===== src/rtl/bram_port_arbiter.sv =====
`default_nettype none
// ============================================================================
//  Module   : bram_port_arbiter
//  Purpose  : Round-robin sharing of one BRAM port between two requesters,
//             with credit-protected per-requester read response FIFOs.
//  Revision : 1.0 - initial release
// ============================================================================
module bram_port_arbiter #(
    parameter int ADDR_WIDTH   = 10,
    parameter int DATA_WIDTH   = 32,
    parameter int READ_LATENCY = 1,
    parameter int RESP_DEPTH   = 4
) (
    input  logic                  CLK,
    input  logic                  RST_N,

    input  logic                  r0_req_valid,
    output logic                  r0_req_ready,
    input  logic                  r0_req_write,
    input  logic [ADDR_WIDTH-1:0] r0_req_addr,
    input  logic [DATA_WIDTH-1:0] r0_req_data,
    output logic                  r0_resp_valid,
    input  logic                  r0_resp_ready,
    output logic [DATA_WIDTH-1:0] r0_resp_data,

    input  logic                  r1_req_valid,
    output logic                  r1_req_ready,
    input  logic                  r1_req_write,
    input  logic [ADDR_WIDTH-1:0] r1_req_addr,
    input  logic [DATA_WIDTH-1:0] r1_req_data,
    output logic                  r1_resp_valid,
    input  logic                  r1_resp_ready,
    output logic [DATA_WIDTH-1:0] r1_resp_data,

    output logic                  bram_en,
    output logic                  bram_we,
    output logic [ADDR_WIDTH-1:0] bram_addr,
    output logic [DATA_WIDTH-1:0] bram_din,
    input  logic [DATA_WIDTH-1:0] bram_dout
);

    localparam int c_PW = $clog2(RESP_DEPTH);
    localparam int c_CW = c_PW + 1;
    localparam int c_OW = c_CW + 1;
    localparam logic [c_OW-1:0] c_DEPTH_O = c_OW'(RESP_DEPTH);
    localparam logic [c_CW-1:0] c_DEPTH_C = c_CW'(RESP_DEPTH);

    logic [1:0]                  w_req_valid;
    logic [1:0]                  w_req_write;
    logic [1:0]                  w_resp_ready;
    logic [1:0][ADDR_WIDTH-1:0]  w_req_addr;
    logic [1:0][DATA_WIDTH-1:0]  w_req_data;
    logic [1:0][DATA_WIDTH-1:0]  w_resp_data;
    logic [1:0]                  w_resp_valid;
    logic [1:0]                  w_elig;
    logic [1:0]                  w_grant;
    logic [1:0]                  w_push;
    logic [1:0][c_OW-1:0]        w_outstanding;

    logic                        r_prio;
    logic                        w_gnt_any;
    logic                        w_gnt_id;
    logic                        w_gnt_read;
    logic                        w_push_any;
    logic                        w_push_id;
    logic [READ_LATENCY-1:0]     r_pipe_valid;
    logic [READ_LATENCY-1:0]     r_pipe_id;

    assign w_req_valid  = {r1_req_valid,  r0_req_valid};
    assign w_req_write  = {r1_req_write,  r0_req_write};
    assign w_resp_ready = {r1_resp_ready, r0_resp_ready};
    assign w_req_addr   = {r1_req_addr,   r0_req_addr};
    assign w_req_data   = {r1_req_data,   r0_req_data};

    // Reset gates the grant so ready and bram_en fall as soon as RST_N does.
    always_comb begin
        w_grant = '0;
        if (RST_N) begin
            if (w_elig[r_prio]) begin
                w_grant[r_prio] = 1'b1;
            end else if (w_elig[~r_prio]) begin
                w_grant[~r_prio] = 1'b1;
            end
        end
    end

    assign w_gnt_any  = |w_grant;
    assign w_gnt_id   = w_grant[1];
    assign w_gnt_read = w_gnt_any & ~w_req_write[w_gnt_id];

    assign r0_req_ready = w_grant[0];
    assign r1_req_ready = w_grant[1];

    assign bram_en   = w_gnt_any;
    assign bram_we   = w_gnt_any & w_req_write[w_gnt_id];
    assign bram_addr = w_gnt_any ? w_req_addr[w_gnt_id] : '0;
    assign bram_din  = w_gnt_any ? w_req_data[w_gnt_id] : '0;

    always_ff @(posedge CLK or negedge RST_N) begin
        if (!RST_N) begin
            r_prio <= 1'b0;
        end else if (w_gnt_any) begin
            r_prio <= ~w_gnt_id;
        end
    end

    always_ff @(posedge CLK or negedge RST_N) begin
        if (!RST_N) begin
            r_pipe_valid <= '0;
            r_pipe_id    <= '0;
        end else begin
            r_pipe_valid[0] <= w_gnt_read;
            r_pipe_id[0]    <= w_gnt_id;
            for (int k = 1; k < READ_LATENCY; k++) begin
                r_pipe_valid[k] <= r_pipe_valid[k-1];
                r_pipe_id[k]    <= r_pipe_id[k-1];
            end
        end
    end

    assign w_push_any = r_pipe_valid[READ_LATENCY-1];
    assign w_push_id  = r_pipe_id[READ_LATENCY-1];
    assign w_push[0]  = w_push_any & ~w_push_id;
    assign w_push[1]  = w_push_any &  w_push_id;

    for (genvar g = 0; g < 2; g++) begin : g_req
        logic [DATA_WIDTH-1:0] r_mem [RESP_DEPTH];
        logic [c_PW-1:0]       r_wptr;
        logic [c_PW-1:0]       r_rptr;
        logic [c_CW-1:0]       r_count;
        logic [c_CW-1:0]       r_inflight;
        logic                  w_pop;
        logic                  w_issue;

        assign w_pop            = (r_count != '0) && w_resp_ready[g];
        assign w_issue          = w_grant[g] && !w_req_write[g];
        assign w_resp_valid[g]  = (r_count != '0);
        assign w_resp_data[g]   = r_mem[r_rptr];
        // Credits come only from registered state, so a pop frees space one cycle later.
        assign w_outstanding[g] = c_OW'(r_count) + c_OW'(r_inflight);
        assign w_elig[g]        = w_req_valid[g] &&
                                  (w_req_write[g] || (w_outstanding[g] < c_DEPTH_O));

        always_ff @(posedge CLK or negedge RST_N) begin
            if (!RST_N) begin
                r_wptr     <= '0;
                r_rptr     <= '0;
                r_count    <= '0;
                r_inflight <= '0;
            end else begin
                if (w_push[g]) begin
                    r_wptr <= r_wptr + c_PW'(1);
                end
                if (w_pop) begin
                    r_rptr <= r_rptr + c_PW'(1);
                end
                if (w_push[g] && !w_pop) begin
                    r_count <= r_count + c_CW'(1);
                end else if (!w_push[g] && w_pop) begin
                    r_count <= r_count - c_CW'(1);
                end
                if (w_issue && !w_push[g]) begin
                    r_inflight <= r_inflight + c_CW'(1);
                end else if (!w_issue && w_push[g]) begin
                    r_inflight <= r_inflight - c_CW'(1);
                end
            end
        end

        always_ff @(posedge CLK) begin
            if (w_push[g]) begin
                r_mem[r_wptr] <= bram_dout;
            end
        end

        always @(posedge CLK) begin
            if (RST_N && w_push[g]) begin
                a_no_overflow : assert (r_count < c_DEPTH_C);
                a_has_credit  : assert (r_inflight != '0);
            end
        end
    end

    assign r0_resp_valid = w_resp_valid[0];
    assign r1_resp_valid = w_resp_valid[1];
    assign r0_resp_data  = w_resp_data[0];
    assign r1_resp_data  = w_resp_data[1];

endmodule
`default_nettype wire

===== config.mk =====
export PLATFORM = sky130hd
export DESIGN_NAME = bram_port_arbiter
export DESIGN_NICKNAME = d
export VERILOG_FILES = /design/src/rtl/bram_port_arbiter.sv
export SDC_FILE = /design/constraint.sdc
export NUM_CORES = 1
export LEC_CHECK = 0
export CAP_MARGIN = 20
export CELL_PAD_IN_SITES_DETAIL_PLACEMENT = 1
export CELL_PAD_IN_SITES_GLOBAL_PLACEMENT = 1
export CORE_UTILIZATION = 35
export CTS_BUF_LIST = sky130_fd_sc_hd__clkbuf_4
export DETAILED_ROUTE_END_ITERATION = 7
export GPL_TIMING_DRIVEN = 0
export PLACE_DENSITY_LB_ADDON = 0.1
export SLEW_MARGIN = 20
export SYNTH_ARGS = -nofsm -noshare
export SYNTH_HDL_FRONTEND = slang
export SYNTH_SLANG_ARGS = --single-unit

===== constraint.sdc =====
create_clock -name CLK -period 3.8 [get_ports CLK]
set_input_delay 0.76 -clock CLK [delete_from_list [all_inputs] [get_ports CLK]]
set_output_delay 0.76 -clock CLK [all_outputs]
set_load 0.005 [all_outputs]

Word level (Yosys, flattened, before mapping)

Memories as Yosys holds them, arrays and structs flattened.
Cells that the tools add are included.

Bits in writable memories: 256
Logic and storage cells: 106
Output and inout port bits: 112
Memories: 2
Input bits: 124
Register bits after elaboration: 23

Memory list:

| name           | words | width | rd ports | clocked after Yosys merged registers in | write ports | RTL line | text |
|---|---|---|---|---|---|---|---|
| g_req[0].r_mem | 4     | 32    | 1        | 0                                       | 1           | 127      | `logic [DATA_WIDTH-1:0] r_mem [RESP_DEPTH];` |
| g_req[1].r_mem | 4     | 32    | 1        | 0                                       | 1           | 127      |  |

Magnitude comparators: 7
Multiplexer cells: 31
Reduce and logical (&&, ||, !) cells: 33
Bitwise gates (word level): 8
Add/sub/neg operators: 14

Operators by type and width:

| cell                                               | number |
|---|---|
| two-way mux 32 bit                                 | 3 |
| two-way mux 10 bit                                 | 3 |
| two-way mux 3 bit                                  | 8 |
| logical AND 1 bit                                  | 16 |
| adder 3 x 1 -> 3 bit, second input constant        | 4 |
| two-way mux 1 bit                                  | 12 |
| subtractor 3 x 1 -> 3 bit, second input constant   | 4 |
| adder 2 x 1 -> 2 bit, second input constant        | 4 |
| adder 3 x 3 -> 4 bit                               | 2 |
| zero test 1 bit                                    | 8 |
| < comparator 4 x 3 -> 1 bit, second input constant | 2 |
| nonzero test 2 bit                                 | 4 |
| < comparator 1 x 2 -> 1 bit, second input constant | 3 |
| two-way mux 2 bit                                  | 3 |
| nonzero test 3 bit                                 | 2 |
| AND 1 bit                                          | 4 |
| NOT 1 bit                                          | 4 |
| demux 1 bit (select 1 bit)                         | 2 |
| >= comparator 1 bit, second input constant         | 2 |
| logical OR 1 bit                                   | 2 |
| OR reduction 2 bit                                 | 1 |

Logic depth before layout (Yosys ltp)

Depth after elaboration: 14
Gate-level depth with buffers: 11
Depth with buffers taken out: 11

Worst setup path after synthesis

Ideal clock, no wire load.

Kind: input -> register
Start: in r1_req_valid
End: reg g_req[1].r_inflight[2]
Path slack: 0.852 ns
Arrival: 2.869 ns
Stages: 10
Library setup time: 0.079 ns
Path through: or4b_4 or4_4 a21o_1 inv_1 ha_1 inv_1 fa_1 xor2_1 nor2_1 xor2_1

Word-level cells in the longest chain between the ends: 10
Elaborated cells between the ends (all ways): 14
Classes of those cells: mux: 8; reduce/logical: 6

Ends and longest elaborated chain:

| item                                                 | RTL line | text |
|---|---|---|
| from (decl)                                          | 26       | `input logic r1_req_valid,` |
| logical AND 1 bit (*)                                | 141      | `assign w_elig[g] = w_req_valid[g] &&` |
| two-way mux 1 bit (implied by the code) (2 in a row) | 81       | `end else if (w_elig[~r_prio]) begin` |
| two-way mux 2 bit                                    | 81       |  |
| two-way mux 2 bit (*)                                | 79       | `if (w_elig[r_prio]) begin` |
| two-way mux 2 bit (*)                                | 78       | `if (RST_N) begin` |
| logical AND 1 bit (*)                                | 136      | `assign w_issue = w_grant[g] && !w_req_write[g];` |
| zero test 1 bit                                      | 164      | `end else if (!w_issue && w_push[g]) begin` |
| logical AND 1 bit                                    | 164      |  |
| nonzero test 2 bit (no source line)                  | -        |  |
| to (signal assigned)                                 | 163      | `r_inflight <= r_inflight + c_CW'(1);` |
| to (signal assigned)                                 | 165      | `r_inflight <= r_inflight - c_CW'(1);` |
| to (decl)                                            | 131      | `logic [c_CW-1:0] r_inflight;` |

Mark *: on every way between the ends. The rest lies on a longest branch, timed or not. The select of a mux whose other input is x is not followed.
A chain may end at the register's enable or synchronous reset.

Worst setup path in the final report

Start: reg g_req[1].r_count[2]
End: out bram_din[27]

Word-level cells in the longest chain between the ends: 12
Elaborated cells between the ends (all ways): 15
Classes of those cells: add/sub: 1; order compare: 1; mux: 10; reduce/logical: 3

Ends and longest elaborated chain:

| item                                                  | RTL line | text |
|---|---|---|
| from (decl)                                           | 130      | `logic [c_CW-1:0] r_count;` |
| from (signal assigned)                                | 158      | `r_count <= r_count + c_CW'(1);` |
| from (signal assigned)                                | 160      | `r_count <= r_count - c_CW'(1);` |
| adder 3 x 3 -> 4 bit (*)                              | 140      | `assign w_outstanding[g] = c_OW'(r_count) + c_OW'(r_inflight);` |
| < comparator 4 x 3 -> 1 bit (*)                       | 142      | `(w_req_write[g] \|\| (w_outstanding[g] < c_DEPTH_O));` |
| logical OR 1 bit (*)                                  | 142      |  |
| logical AND 1 bit (*)                                 | 141      |  |
| two-way mux 1 bit (implied by the code) (2 in a row)  | 81       |  |
| two-way mux 2 bit                                     | 81       |  |
| two-way mux 2 bit (*)                                 | 79       |  |
| two-way mux 2 bit (*)                                 | 78       |  |
| two-way mux 32 bit (implied by the code) (2 in a row) | 97       | `assign bram_din = w_gnt_any ? w_req_data[w_gnt_id] : '0;` |
| two-way mux 32 bit (*)                                | 97       |  |
| to (decl)                                             | 38       | `output logic [DATA_WIDTH-1:0] bram_din,` |

Marks and branches as above.

==> flow_results.org <==
** Critical path
- On the critical path, the stage with the largest delay is an instance of sky130_fd_sc_hd__clkdlybuf4s50_1.
- Path length in cells of the critical path :: 7
- The worst register-to-register path ends at g_req[1].r_inflight[2].
- The worst register-to-register path begins at g_req[1].r_count[1].
- Worst path required time :: 3040 ps
- The worst setup path is launched from a register.
- Data on the critical path arrives at its endpoint at 2920 ps.
- Of all nets on the critical path, the largest fanout is 10.
- Worst Path Class, Setup :: reg -> out
- Endpoint type of the worst setup path :: primary output
- Counting both buffers and inverters, the worst setup path holds a total of 2.
- Worst R2R Setup Slack :: 660 ps
- Cell count of the worst reg-to-reg path :: 11
- Worst setup endpoint :: bram_din[27]
- Highest cell delay on the worst timing path :: 540 ps
- Traced cell by cell, the critical path runs through ha_4 -> nor4b_4 -> a21boi_2 -> a21o_4 -> buf_2 -> o22ai_1 -> clkdlybuf4s50_1.
- Cell family contributing the most delay on the critical path :: buffers and inverters
- Tracing the worst setup path back leads to its startpoint at g_req[1].r_count[2].

** STA
- Total of endpoints with negative setup slack in the final report :: 0
- On the final layout, the worst clock skew is roughly 35 ps.
- The tightest hold path in the finished design has a slack of around 69 ps.
- Max-slew violation count :: 0
- Headroom to the max-slew limit came out at 0.450.
- For the pin with the worst max-slew slack, the measured transition is between 800 and 900 ps.
- Final worst-path setup slack :: 117 ps
- In the finished design, the share of the clock period the worst path needs comes to 0.969.
- Timing would allow up to 0.272 GHz.
- After layout, the minimum clock period comes to 3680 ps.
- Number of endpoints with negative hold slack in the final report :: 0
- Setup repair after global routing left no endpoint under its margin.

** Synth
- Number of unique standard cell types used by synthesis :: 32
- Post-synthesis register bit count :: ~280
- Net Count, Synth :: 755
- In the synthesized netlist the dominant register cell turns out to be sky130_fd_sc_hd__edfxtp_1.
- EDFF count, synth :: 256
- Each instance of the synthesized netlist takes up on average 18.4 um^2.
- During synthesis, Yosys emitted a total of 0 warnings.
- After synthesis the cells add up to 11,300 um^2.
- Share of flip-flops with an asynchronous set or reset :: 0.0824
- Counting every instance in the synthesized netlist gives 611.
- Part of the Yosys area used for sequential elements :: 0.734

** Placed design
- Placement-stage worst setup slack :: -752 ps
- Weighted congestion reported at the end of routability-driven placement :: 0.947
- Port buffer count :: 235
- Placed wire-length estimate :: 21,800 um
- Including well taps, the total number of placed cells is 1,256.

** Global route
- Via count of the first global-routing pass :: 7,998
- The first global-routing pass estimated between 40,000 and 50,000 um of wire.
- Entering global routing, the biggest net connects 24 pins.
- Overall Global Routing Usage :: 0.196
- GR Overflow Total :: 0
- Initial antenna violation count :: 1

** Clocking
- Counting every sink on the clock net gives 279.
- Clock tree from TritonCTS :: done
- CTS clock-pin slew for the worst setup and hold paths :: 70 ps
- Number of clock buffers inserted by TritonCTS :: 71
- In this run the number of H-tree levels came out at 3.
- The clock passes through at most 3 buffers.
- Insertion delay of the later-clocked pin in the worst-skew pair :: 670 ps
- Root buffer selected by CTS :: sky130_fd_sc_hd__clkbuf_4

** Min path
- Worst hold path class :: in -> async

** Routing
- After detailed routing, the average wire length per cell comes to 22.8 um.
- Number of antenna-violating nets in the routed design :: 0
- Detailed-route via count :: about 7,000
- Via-to-Cell Ratio :: 5.02
- Pre-antenna DRT Iters :: 4
- In the routed design, unresolved DRC markers number 0.
- Iter 0 DRT Violations :: 360
- The final layout contains routed wiring with a total length of 31,500 um.

** Floorplan
- The die is about 180 um tall.
- During I/O placement, the number of pins put on the boundary was 236.
- The die covers 32,900 um^2.
- Number of cell rows :: 65
- Initial Util :: 0.356
- The die is roughly 180 um wide.
- Placeable core area :: 31,600 um^2

** Cells and area
- Area occupied by registers :: 8260 um^2
- Most used cells in the layout excluding fill and tap cells :: 256 x sky130_fd_sc_hd__edfxtp_1, 215 x sky130_fd_sc_hd__clkdlybuf4s50_1, 112 x sky130_fd_sc_hd__clkbuf_4
- At the end of the flow, the number of nets in the layout was 1,075.
- Compared with the post-synthesis result, the final layout area differs by 38.0%.
- Final core area utilization :: 0.491
- After the flow finishes, the layout carries non-filler instances totaling 1,380.
- Area of combinational cells with multiple inputs :: 2990 um^2
- Filler Cells Inserted :: 3,061
- Leaving out fill and tap cells, the most frequent cell in the layout is sky130_fd_sc_hd__edfxtp_1.
- Layout cell share with drive strength beyond 1 :: 0.250

** Power and ir drop
- Worst vdd ir :: 0.000261 V
- In this run the power density over the cells is 623 nW/um^2.
- Cell leakage power :: ~5.4 nW
- Power comes to 9.68 mW.

** Run
- Max Cap Viol :: 0

** Status
- Run status :: complete, no violations
[report_power, final]
part	leakage [nW]	total (mW)	switching, mW	internal (mW)
clock	0.559	2.68	1.15	1.54
sequential	2.57	3.68	0.164	3.52
combinational	2.29	3.31	1.43	1.88
total	5.42	9.68	2.74	6.94
[worst min-delay path by stage]
stage | from | endpoint | depth (start not counted)
2_1_floorplan | g_req[0].r_inflight[2] | g_req[0].r_inflight[2] | 1
3_3_place_gp | g_req[1].r_inflight[2] | g_req[1].r_inflight[2] | 1
4_1_cts | RST_N | g_req[1].r_rptr[0] | 2
6_report | RST_N | g_req[1].r_count[1] | 2
5_1_grt | RST_N | g_req[1].r_count[0] | 2
3_5_place_dp | g_req[0].r_count[2] | g_req[0].r_count[2] | 1
[kinds of logic after synthesis]
| kind of cell | synth area share |
|---|---|
| simple gates | 0.0460 |
| mux | 0.132 |
| buf+inv | 0.0174 |
| fa+ha+maj | 0.0249 |
| flops | 0.734 |
| compound gates | 0.0321 |
| xor+xnor | 0.0140 |
[through the flow]
step           cell area (um^2)  setup TNS (ps)
4_1_cts                   15500            -981
6_report                  15500               0
3_5_place_dp              14300          -19980
2_1_floorplan             11300               0
5_1_grt                   15500               0
3_3_place_gp              14100          -41410
[state kept, by name (all words and copies together) (netlist names)]
register and count:
g_req.r_count 6, g_req.r_inflight 6, g_req.r_mem 256, g_req.r_rptr 4, g_req.r_wptr 4, r_pipe_id 1
r_pipe_valid 1, r_prio 1
[final cells by class]
class	count	area share
sequential	279	0.532
inverter	13	0.00314
tap	402	0.0324
clock buffer	106	0.0512
clock inverter	13	0.0102
multi-input combinational	283	0.192
timing repair buffer	250	0.167
antenna	1	0.000161
buffer	33	0.0120
[synth_stat cells (2+ instances only)]
master | number | area share
sky130_fd_sc_hd__mux2_2 | 4 | 0.0040
sky130_fd_sc_hd__clkbuf_1 | 26 | 0.0087
sky130_fd_sc_hd__nor4b_1 | 2 | 0.0016
sky130_fd_sc_hd__fa_1 | 4 | 0.0071
sky130_fd_sc_hd__nand3_1 | 4 | 0.0018
sky130_fd_sc_hd__mux4_2 | 64 | 0.13
sky130_fd_sc_hd__xnor2_1 | 10 | 0.0078
sky130_fd_sc_hd__o22ai_1 | 42 | 0.023
sky130_fd_sc_hd__ha_1 | 16 | 0.018
sky130_fd_sc_hd__buf_2 | 10 | 0.0044
sky130_fd_sc_hd__dfrtp_1 | 23 | 0.051
sky130_fd_sc_hd__a21oi_1 | 3 | 0.0013
sky130_fd_sc_hd__and2_1 | 4 | 0.0022
sky130_fd_sc_hd__xor2_1 | 8 | 0.0062
sky130_fd_sc_hd__or3_1 | 2 | 0.0011
sky130_fd_sc_hd__inv_1 | 13 | 0.0043
sky130_fd_sc_hd__a21o_1 | 3 | 0.0020
sky130_fd_sc_hd__nor2_1 | 8 | 0.0027
sky130_fd_sc_hd__and3_1 | 5 | 0.0028
sky130_fd_sc_hd__o21ai_0 | 3 | 0.0013
sky130_fd_sc_hd__edfxtp_1 | 256 | 0.68
sky130_fd_sc_hd__nand2_1 | 91 | 0.030
[metal layers]
| metal | vias to the layer above | routed length, um | global-route usage |
|---|---|---|---|
| met2 | 298 | 16900 | 0.364 |
| met3 | 41 | 1950 | 0.0511 |
| met5 | - | 0 | 0 |
| met4 | 0 | 898 | 0.0827 |
| met1 | 3499 | 11700 | 0.209 |
| li1 | 3090 | - | - |
[timing repair]
action,in CTS,in global routing
hold buffers,1,0
setup endpoints to repair,74,66
resized for setup,59,17
pin swaps,6,5
setup buffers,3,3
hold endpoints to repair,23,0
Power figures use the tool's default switching activity.
